### config.mk
export PLATFORM = sky130hd
export DESIGN_NAME = serial_fifo_bridge_flat
export DESIGN_NICKNAME = d
export VERILOG_FILES = /design/src/rtl/serial_fifo_bridge_if.sv /design/src/rtl/serial_fifo_bridge.sv /design/src/flat_wrapper.sv
export SDC_FILE = /design/constraint.sdc
export NUM_CORES = 1
export LEC_CHECK = 0
export BUFFER_PORTS_ARGS = -buffer_cell sky130_fd_sc_hd__buf_2
export CORE_MARGIN = 5
export CORE_UTILIZATION = 55
export DETAILED_ROUTE_END_ITERATION = 10
export PLACE_DENSITY_LB_ADDON = 0.05
export RECOVER_POWER = 100
export SLEW_MARGIN = 20
export SYNTH_ARGS = -nofsm -noshare
export SYNTH_HDL_FRONTEND = slang
export SYNTH_SLANG_ARGS = --single-unit
### constraint.sdc
create_clock -name clk -period 3.2 [get_ports clk]
set_clock_uncertainty 0.15 [all_clocks]
set_input_delay 0.64 -clock clk [delete_from_list [all_inputs] [get_ports clk]]
set_output_delay 0.64 -clock clk [all_outputs]
set_load 0.005 [all_outputs]
### src/rtl/serial_fifo_bridge_if.sv
`default_nettype none
// ============================================================================
// Module   : serial_fifo_bridge_if
// Purpose  : Bundles the MMU access port and the UART request port of the bridge.
// Revision : 1.0
// ============================================================================
interface serial_fifo_bridge_if;
    logic        mmu_enable_i;
    logic        mmu_readWrite_i;
    logic        mmu_sel_i;
    logic [15:0] mmu_dataWrite_i;
    logic [15:0] mmu_dataRead_o;
    logic [15:0] uart_sendData_o;
    logic        uart_readWrite_o;
    logic        uart_enable_o;
    logic        uart_sendComplete_i;
    logic        uart_receiveComplete_i;
    logic [15:0] uart_receiveData_i;

    modport slave (
        input  mmu_enable_i, mmu_readWrite_i, mmu_sel_i, mmu_dataWrite_i,
        input  uart_sendComplete_i, uart_receiveComplete_i, uart_receiveData_i,
        output mmu_dataRead_o, uart_sendData_o, uart_readWrite_o, uart_enable_o
    );

    modport master (
        output mmu_enable_i, mmu_readWrite_i, mmu_sel_i, mmu_dataWrite_i,
        output uart_sendComplete_i, uart_receiveComplete_i, uart_receiveData_i,
        input  mmu_dataRead_o, uart_sendData_o, uart_readWrite_o, uart_enable_o
    );
endinterface
`default_nettype wire

### src/rtl/serial_fifo_bridge.sv
`default_nettype none
// ============================================================================
// Module   : serial_fifo_bridge
// Purpose  : TX/RX byte FIFOs between the MMU serial port and the UART controller.
// Revision : 1.0
// ============================================================================
module serial_fifo_bridge #(
    parameter int DEPTH       = 8,
    parameter int POLL_CYCLES = 16
) (
    input  wire logic          clk,
    input  wire logic          rst,
    serial_fifo_bridge_if.slave bus
);
    localparam int c_AW = $clog2(DEPTH);
    localparam int c_CW = (POLL_CYCLES > 1) ? $clog2(POLL_CYCLES) : 1;
    localparam logic [c_AW:0]   c_PTR_ONE   = 1;
    localparam logic [c_CW-1:0] c_CNT_ONE   = 1;
    localparam logic [c_CW-1:0] c_POLL_LAST = c_CW'(POLL_CYCLES - 1);

    typedef enum logic [1:0] {
        S_IDLE = 2'd0,
        S_SEND = 2'd1,
        S_RECV = 2'd2
    } state_t;

    state_t            r_state;
    logic [7:0]        r_tx_mem [DEPTH];
    logic [7:0]        r_rx_mem [DEPTH];
    logic [c_AW:0]     r_tx_wr, r_tx_rd, r_rx_wr, r_rx_rd;
    logic              r_ovf;
    logic              r_uart_en;
    logic              r_uart_rw;
    logic [7:0]        r_send_data;
    logic [c_CW-1:0]   r_poll_cnt;

    logic w_tx_empty, w_tx_full, w_rx_empty, w_rx_full;
    logic w_data_wr, w_data_rd, w_stat_rd;
    logic w_tx_push, w_tx_pop, w_rx_push, w_rx_pop, w_ovf_set;
    logic [7:0] w_tx_head, w_rx_head;
    logic w_unused;

    assign w_tx_empty = (r_tx_wr == r_tx_rd);
    assign w_tx_full  = (r_tx_wr[c_AW] != r_tx_rd[c_AW]) &&
                        (r_tx_wr[c_AW-1:0] == r_tx_rd[c_AW-1:0]);
    assign w_rx_empty = (r_rx_wr == r_rx_rd);
    assign w_rx_full  = (r_rx_wr[c_AW] != r_rx_rd[c_AW]) &&
                        (r_rx_wr[c_AW-1:0] == r_rx_rd[c_AW-1:0]);

    assign w_data_wr = bus.mmu_enable_i &  bus.mmu_readWrite_i & ~bus.mmu_sel_i;
    assign w_data_rd = bus.mmu_enable_i & ~bus.mmu_readWrite_i & ~bus.mmu_sel_i;
    assign w_stat_rd = bus.mmu_enable_i & ~bus.mmu_readWrite_i &  bus.mmu_sel_i;

    // A full TX that is being drained this cycle still has room for the write.
    assign w_tx_pop  = (r_state == S_SEND) & bus.uart_sendComplete_i;
    assign w_tx_push = w_data_wr & (~w_tx_full | w_tx_pop);
    assign w_ovf_set = w_data_wr & w_tx_full & ~w_tx_pop;
    assign w_rx_push = (r_state == S_RECV) & bus.uart_receiveComplete_i;
    assign w_rx_pop  = w_data_rd & ~w_rx_empty;

    assign w_tx_head = r_tx_mem[r_tx_rd[c_AW-1:0]];
    assign w_rx_head = r_rx_mem[r_rx_rd[c_AW-1:0]];

    assign bus.mmu_dataRead_o   = bus.mmu_sel_i ? {13'b0, r_ovf, ~w_rx_empty, ~w_tx_full}
                                : (w_rx_empty ? 16'h0000 : {8'h00, w_rx_head});
    assign bus.uart_sendData_o  = {8'h00, r_send_data};
    assign bus.uart_enable_o    = r_uart_en;
    assign bus.uart_readWrite_o = r_uart_rw;

    assign w_unused = ^{bus.mmu_dataWrite_i[15:8], bus.uart_receiveData_i[15:8]};

    always_ff @(posedge clk) begin
        if (w_tx_push) r_tx_mem[r_tx_wr[c_AW-1:0]] <= bus.mmu_dataWrite_i[7:0];
        if (w_rx_push) r_rx_mem[r_rx_wr[c_AW-1:0]] <= bus.uart_receiveData_i[7:0];
    end

    always_ff @(posedge clk or posedge rst) begin
        if (rst) begin
            r_tx_wr <= '0;
            r_tx_rd <= '0;
            r_rx_wr <= '0;
            r_rx_rd <= '0;
            r_ovf   <= 1'b0;
        end else begin
            if (w_tx_push) r_tx_wr <= r_tx_wr + c_PTR_ONE;
            if (w_tx_pop)  r_tx_rd <= r_tx_rd + c_PTR_ONE;
            if (w_rx_push) r_rx_wr <= r_rx_wr + c_PTR_ONE;
            if (w_rx_pop)  r_rx_rd <= r_rx_rd + c_PTR_ONE;
            r_ovf <= w_ovf_set | (r_ovf & ~w_stat_rd);
        end
    end

    // Every exit to IDLE clears the enable so the UART always sees a falling edge.
    always_ff @(posedge clk or posedge rst) begin
        if (rst) begin
            r_state     <= S_IDLE;
            r_uart_en   <= 1'b0;
            r_uart_rw   <= 1'b0;
            r_send_data <= 8'h00;
            r_poll_cnt  <= '0;
        end else begin
            case (r_state)
                S_IDLE: begin
                    if (!w_tx_empty) begin
                        r_state     <= S_SEND;
                        r_uart_en   <= 1'b1;
                        r_uart_rw   <= 1'b1;
                        r_send_data <= w_tx_head;
                    end else if (!w_rx_full) begin
                        r_state    <= S_RECV;
                        r_uart_en  <= 1'b1;
                        r_uart_rw  <= 1'b0;
                        r_poll_cnt <= '0;
                    end
                end
                S_SEND: begin
                    if (bus.uart_sendComplete_i) begin
                        r_state   <= S_IDLE;
                        r_uart_en <= 1'b0;
                        r_uart_rw <= 1'b0;
                    end
                end
                S_RECV: begin
                    if (bus.uart_receiveComplete_i) begin
                        r_state   <= S_IDLE;
                        r_uart_en <= 1'b0;
                    end else if (!w_tx_empty) begin
                        if (r_poll_cnt == c_POLL_LAST) begin
                            r_state   <= S_IDLE;
                            r_uart_en <= 1'b0;
                        end else begin
                            r_poll_cnt <= r_poll_cnt + c_CNT_ONE;
                        end
                    end
                end
                default: begin
                    r_state   <= S_IDLE;
                    r_uart_en <= 1'b0;
                    r_uart_rw <= 1'b0;
                end
            endcase
        end
    end
endmodule
`default_nettype wire

### src/flat_wrapper.sv
// flat-port wrapper written by rule: the top's interface ports become plain ports
module serial_fifo_bridge_flat 
#(
    parameter int DEPTH       = 8,
    parameter int POLL_CYCLES = 16
)
  (clk, rst, bus_mmu_enable_i, bus_mmu_readWrite_i, bus_mmu_sel_i, bus_mmu_dataWrite_i, bus_uart_sendComplete_i, bus_uart_receiveComplete_i, bus_uart_receiveData_i, bus_mmu_dataRead_o, bus_uart_sendData_o, bus_uart_readWrite_o, bus_uart_enable_o);
  serial_fifo_bridge_if bus_i ();
  input  wire logic clk;
  input  wire logic rst;
  input wire logic [$bits(bus_i.mmu_enable_i)-1:0] bus_mmu_enable_i;
  input wire logic [$bits(bus_i.mmu_readWrite_i)-1:0] bus_mmu_readWrite_i;
  input wire logic [$bits(bus_i.mmu_sel_i)-1:0] bus_mmu_sel_i;
  input wire logic [$bits(bus_i.mmu_dataWrite_i)-1:0] bus_mmu_dataWrite_i;
  input wire logic [$bits(bus_i.uart_sendComplete_i)-1:0] bus_uart_sendComplete_i;
  input wire logic [$bits(bus_i.uart_receiveComplete_i)-1:0] bus_uart_receiveComplete_i;
  input wire logic [$bits(bus_i.uart_receiveData_i)-1:0] bus_uart_receiveData_i;
  output wire logic [$bits(bus_i.mmu_dataRead_o)-1:0] bus_mmu_dataRead_o;
  output wire logic [$bits(bus_i.uart_sendData_o)-1:0] bus_uart_sendData_o;
  output wire logic [$bits(bus_i.uart_readWrite_o)-1:0] bus_uart_readWrite_o;
  output wire logic [$bits(bus_i.uart_enable_o)-1:0] bus_uart_enable_o;
  assign bus_i.mmu_enable_i = bus_mmu_enable_i;
  assign bus_i.mmu_readWrite_i = bus_mmu_readWrite_i;
  assign bus_i.mmu_sel_i = bus_mmu_sel_i;
  assign bus_i.mmu_dataWrite_i = bus_mmu_dataWrite_i;
  assign bus_i.uart_sendComplete_i = bus_uart_sendComplete_i;
  assign bus_i.uart_receiveComplete_i = bus_uart_receiveComplete_i;
  assign bus_i.uart_receiveData_i = bus_uart_receiveData_i;
  assign bus_mmu_dataRead_o = bus_i.mmu_dataRead_o;
  assign bus_uart_sendData_o = bus_i.uart_sendData_o;
  assign bus_uart_readWrite_o = bus_i.uart_readWrite_o;
  assign bus_uart_enable_o = bus_i.uart_enable_o;
  serial_fifo_bridge #(.DEPTH(DEPTH), .POLL_CYCLES(POLL_CYCLES)) u_core (.clk(clk), .rst(rst), .bus(bus_i));
endmodule
After elaboration in Yosys (flattened, before gate mapping)
Memory sizes are Yosys's and may differ from the RTL's. A register that Yosys moved wholly into a read port is not among the register bits.
Index checks and enable logic that the tools add are counted.
{"block": "op_classes", "n_bitwise": 22, "eq_ne": 18, "n_mux": 29, "div": 0, "mul": 0, "addsub": 5, "reduce_logical": 8, "shifts": 0, "n_lt_le_gt_ge": 0}
{"cell": "adder 4 x 1 -> 4 bit, second input constant", "count": 5}
{"cell": "2-to-1 mux 4 bit", "count": 5}
{"cell": "2-to-1 mux 16 bit", "count": 1}
{"cell": "bitwise AND 1 bit", "count": 12}
{"cell": "2-to-1 mux 1 bit", "count": 12}
{"cell": "2-to-1 mux 2 bit", "count": 6}
{"cell": "!= test 2 bit, second input constant", "count": 5}
{"cell": "!= test 3 bit, second input constant", "count": 3}
{"cell": "equality test 4 bit", "count": 2}
{"cell": "2-to-1 mux 8 bit", "count": 1}
{"cell": "NOT 1 bit", "count": 8}
{"cell": "one-hot mux 4 bit (2 select lines)", "count": 1}
{"cell": "equality test 3 bit", "count": 2}
{"cell": "one-hot mux 1 bit (3 select lines)", "count": 2}
{"cell": "one-hot mux 2 bit (3 select lines)", "count": 1}
{"cell": "AND reduction 6 bit", "count": 1}
{"cell": "equality test 4 bit, second input constant", "count": 1}
{"cell": "AND reduction 4 bit", "count": 1}
{"cell": "AND reduction 3 bit", "count": 1}
{"cell": "equality test 2 x 1 -> 1 bit, second input constant", "count": 1}
{"cell": "equality test 2 bit, second input constant", "count": 1}
{"cell": "logical AND 1 bit", "count": 2}
{"cell": "zero test 2 bit", "count": 1}
{"cell": "!= test 1 bit", "count": 2}
{"cell": "other kinds (4)", "count": 5}
{"block": "totals", "input_bits": 39, "mem_count": 2, "output_inout_bits": 34, "reg_bits": 25, "latch_bits": 0, "wordCells": 93, "mem_bits_rw": 128, "mem_bits_ro": 0}
{"name": "u_core.r_rx_mem", "words": 8, "word_bits": 8, "rd": 1, "rd_clocked_by_memory_dff": 0, "wr": 1, "line": "serial_fifo_bridge.sv:29", "rtl": "logic [7:0] r_rx_mem [DEPTH];"}
{"name": "u_core.r_tx_mem", "words": 8, "word_bits": 8, "rd": 1, "rd_clocked_by_memory_dff": 1, "wr": 1, "line": "serial_fifo_bridge.sv:28", "rtl": "logic [7:0] r_tx_mem [DEPTH];"}

Depth between registers and ports, before layout
{"block": "logic_depth", "ltp_word": 7, "mapped_depth": 8}

Least setup slack after synthesis
OpenSTA, ideal clock, no wires.
{"block": "synth_path", "path_kind": "input port to flip-flop", "from": "input port bus_uart_sendComplete_i", "to": "memory u_core.r_tx_mem[4][0], enable pin", "arrival_time_ps": 2429, "path_slack_ps": 236, "cell_stages": 5, "required_ps": 2665, "cell_sequence": "inv_1 -> or2_2 -> a211oi_1 -> nand2b_1 -> nor3b_1"}
{"block": "synth_via", "elab_chain_cells": 5}
{"element": "start: declaration", "line": "flat_wrapper.sv:15", "rtl": "input wire logic [$bits(bus_i.uart_sendComplete_i)-1:0] bus_uart_sendComplete_i;"}
{"element": "bitwise AND 1 bit", "line": "serial_fifo_bridge.sv:55", "rtl": "assign w_tx_pop = (r_state == S_SEND) & bus.uart_sendComplete_i;"}
{"element": "OR 1 bit", "line": "serial_fifo_bridge.sv:56", "rtl": "assign w_tx_push = w_data_wr & (~w_tx_full | w_tx_pop);"}
{"element": "bitwise AND 1 bit", "line": "serial_fifo_bridge.sv:56"}
{"element": "2-to-1 mux 1 bit", "line": "serial_fifo_bridge.sv:73", "rtl": "if (w_tx_push) r_tx_mem[r_tx_wr[c_AW-1:0]] <= bus.mmu_dataWrite_i[7:0];"}
{"element": "2-to-1 mux 1 bit (not written as such)", "line": "serial_fifo_bridge.sv:73"}
{"element": "end: declaration", "line": "serial_fifo_bridge.sv:28"}
No other way between the ends.

Worst setup path in the final report
{"block": "layout_path", "from": "register u_core.r_rx_wr[1]", "to": "output port bus_mmu_dataRead_o[6]"}
{"block": "layout_via", "elab_chain_cells": 3}
{"element": "start: declaration", "line": "serial_fifo_bridge.sv:30", "rtl": "logic [c_AW:0] r_tx_wr, r_tx_rd, r_rx_wr, r_rx_rd;"}
{"element": "start signal: assignment", "line": "serial_fifo_bridge.sv:87", "rtl": "if (w_rx_push) r_rx_wr <= r_rx_wr + c_PTR_ONE;"}
{"element": "equality test 4 bit", "line": "serial_fifo_bridge.sv:46", "rtl": "assign w_rx_empty = (r_rx_wr == r_rx_rd);"}
{"element": "2-to-1 mux 8 bit", "line": "serial_fifo_bridge.sv:65", "rtl": ": (w_rx_empty ? 16'h0000 : {8'h00, w_rx_head});"}
{"element": "2-to-1 mux 16 bit", "line": "serial_fifo_bridge.sv:64", "rtl": "assign bus.mmu_dataRead_o = bus.mmu_sel_i ? {13'b0, r_ovf, ~w_rx_empty, ~w_tx_full}"}
{"element": "end: declaration", "line": "flat_wrapper.sv:18", "rtl": "output wire logic [$bits(bus_i.mmu_dataRead_o)-1:0] bus_mmu_dataRead_o;"}
No other way between the ends.

==> summary.txt <==
Remaining DRCs: 0
Final Cycle Share: 0.9186
Max Clk Rate: 340.2 MHz
worst hold path type: input port to register
Pint: 4562 uW
Root Buffer Master: clkbuf_16
Detailed Route Iter0 Violations: 258
pwr/cell area: 849.3 nW/um^2
endpoints failing hold: 0
routed len/inst: 18.70 um
placeable core region: 11,910 um^2
Peak VDD IR: 0.5251 mV
ant diodes: 0
XOR/XNOR Fraction of Synth Area: 0.02501
initial antenna violation count: 0
Req. time, crit path: 2410 ps
Setup CP Type: register to output pin
final wirelength: 11.56 mm
Worst Path Max Fanout: 8
Synth Area in Compound Gates: 0.02388
Top delay family on crit path: compound AO/OA/AOI/OAI gates
Clock Pin Slew Worst Setup and Hold Paths: 60 ps
postcts setup bufs: 0
largest family of logic cells by synthesized area: multiplexers
post-synthesis adder-cell area fraction: 0.009402
worst skew pair latency: 420 ps
Mean Syn Cell Area: 17.15 um^2
FP Rows: 40
register area share after synthesis: 0.7018
Power Total: 6449 uW
CTS sink cnt: 161
#FFs+latches synth: 161
Finished Layout Cells: 618
Mapped Area: 6654 um^2
sequential share of power: 0.416
TNS Setup: 0 ps
failing checks: capacitance limit, slew limit
layout net count: 502
DRT antenna net count: 0
via density per instance: 5.461
CTS buffer count: 17
crit path DAT: 2150 ps
Hold-fix buffers, CTS: 0
minimum clock period: 2940 ps
Post-CTS Resized: 0
DR vias: 3,375
Critical Path Source Type: register
Yosys warnings: 0
Chip Width: 120.0 um
Max Cap Viol: 2
pin count of the biggest net entering global routing: 34
Synth Area in Simple Gates: 0.06224
Switch Pwr: 1887 uW
CP bufs+invs: 2
share of layout cells above drive strength 1: 0.1911
H-tree Lvls: 4
status: finished, violations left
Clk network pwr share: 0.319
Max clock buf depth: 2
area delta synth->final: 14.12%
CP cell instances: xor2_1 > o41ai_2 > buf_4 > nor2_1 > clkbuf_1
routability-driven placement congestion ratio: 0.7662
vias in the first global route: 3,385
first-pass GRT wire length: 18.36 mm
fin. max-slew vios: 54
Distinct cells, synth: 43
# port buffers: 40
Worst setup EP type: output pin
Core Util, Final: 0.6375
First-pass DRT Iterations: 4
leakage: 0.002735 uW
CTS tree: yes
CP max stage delay: 580 ps
Total GRT Usage: 0.1737
unrepaired setup endpoints after global routing: false
Die H: 120.0 um
placed instance count: 586
cell count after synthesis: 388
Gate power share: 0.265
hold_ws: 287.6 ps
die area: 14,400 um^2
slew at the pin closest to its max-slew limit: 1880 ps
Sw Ratio: 0.2925
setup-violating endpoint count in the final report: 0
worst rel slew slack: -0.2531
CP max stage cell: o41ai_2
Starting Density: 0.5586
HPWL Detailed: 7.560 mm
mux cell area share after synthesis: 0.1427
Top Ports: 73
GRT overflow: 0
[kinds of logic (layout without fill, tap and decap cells)]
group	count (synthesis)	after routing
adder cells (fa/ha/maj)	5	5
flip-flops	161	161
buffers and inverters	38	106
XOR/XNOR	19	19
AO/OA/AOI/OAI	24	24
AND/OR/NAND/NOR	86	86
other	1	16
multiplexers	54	54
[metrics by stage]
step	setup WS (ps)	cell area (um^2)
after global placement	518.7	7098
after CTS	195.6	7706
final	260.4	7594
after floorplan	236.1	6710
after detailed placement	480.6	7098
after global routing	84.18	7594
[cell type report]
type,count,area [um^2]
Sequential cell,161,4669
Timing Repair Buffer,68,306.5
Clock buffer,18,429.2
Fill cell,873,4318
Multi-Input combinational cell,204,1803
Inverter,6,22.52
Clock inverter,14,178.9
Tap cell,147,183.9
[placed cells by master (no fill, tap or decap), drive strengths merged, types with 9 or more instances in the layout]
cell type    n
edfxtp     128
clkbuf      64
nand2       34
dfrtp       33
mux4        32
buf         22
nor2        19
mux2i       18
conb        16
o21ai       11
inv         11
xor2        10
xnor2        9
[registers in the layout (all words and copies together) (netlist names)]
name,flops
u_core.r_poll_cnt,4
u_core.r_state,2
u_core.r_rx_wr,4
u_core.r_ovf,1
u_core.r_tx_wr,4
u_core.r_rx_mem,64
u_core.bus.uart_readWrite_o,1
u_core.bus.uart_enable_o,1
u_core.r_send_data,8
u_core.r_rx_rd,4
u_core.r_tx_mem,64
u_core.r_tx_rd,4
[power by group through the flow]
| stage | clock [uW] | combinational, uW | sequential, uW |
|---|---|---|---|
| 6_report | 2060 | 1710 | 2690 |
| 3_5_place_dp | 0 | 1780 | 2730 |
| 5_1_grt | 2200 | 1900 | 2720 |
| 4_1_cts | 2100 | 1790 | 2690 |
| 3_3_place_gp | 0 | 1750 | 2720 |
| 2_1_floorplan | 0 | 1360 | 2660 |
[cell usage after synthesis]
library cell  instances  area [um^2]
edfxtp_1            128         3844
nand2_1              34        127.6
dfrtp_1              33        825.8
mux4_2               32        720.7
nor2_1               19        71.32
mux2i_1              18        180.2
buf_4                16        120.1
o21ai_0              11        55.05
xor2_1               10        87.58
xnor2_1               9        78.83
clkbuf_1              6        22.52
inv_1                 6        22.52
nand2b_1              6        37.54
ha_1                  5        62.56
nor3b_1               5        37.54
buf_1                 4        15.01
nand3_1               4        20.02
nand4_1               4        25.02
nor3_1                4        20.02
buf_2                 3        15.01
buf_6                 3        33.78
mux2_2                3        33.78
a211oi_1              2        15.01
a21o_1                2        15.01
a21oi_1               2        10.01
or3_1                 2        12.51
a211o_1               1        8.760
a31oi_1               1        6.260
a41oi_1               1        8.760
and3_1                1        6.260
and3b_1               1        8.760
conb_1                1        3.750
mux2_4                1        15.01
nor2b_1               1        6.260
nor4_1                1        6.260
o22ai_1               1        6.260
o32ai_1               1        8.760
o41ai_1               1        8.760
o41ai_2               1        16.27
or2_2                 1        6.260
or2b_1                1        7.510
or3_4                 1        11.26
or4b_1                1        10.01
[worst paths after layout]
path,startpoint,endpoint,slack [ps],cells past startpoint
hold reg to reg,u_core.r_send_data[0],u_core.r_send_data[0],320,2
hold / removal,bus_uart_sendComplete_i,u_core.r_state[0],290,2
max in group asynchronous,rst,u_core.bus.uart_enable_o,1080,3
setup / recovery,u_core.r_rx_wr[1],bus_mmu_dataRead_o[6],260,5
min in group asynchronous,rst,u_core.r_send_data[6],730,3
setup reg to reg,u_core.r_state[0],u_core.r_tx_mem[4][3],420,7
[routing by layer]
metal  wire length, um  part of all wire  vias to the layer above  GRT usage
met5                 0                 0                        -          0
met4               220             0.019                        0    0.07588
met3               648             0.056                       18    0.04760
met2              5393              0.47                       83     0.2529
met1              5293              0.46                     1671     0.2474
li1                  -                 -                     1603          -
(Power assumes the default switching activity.)
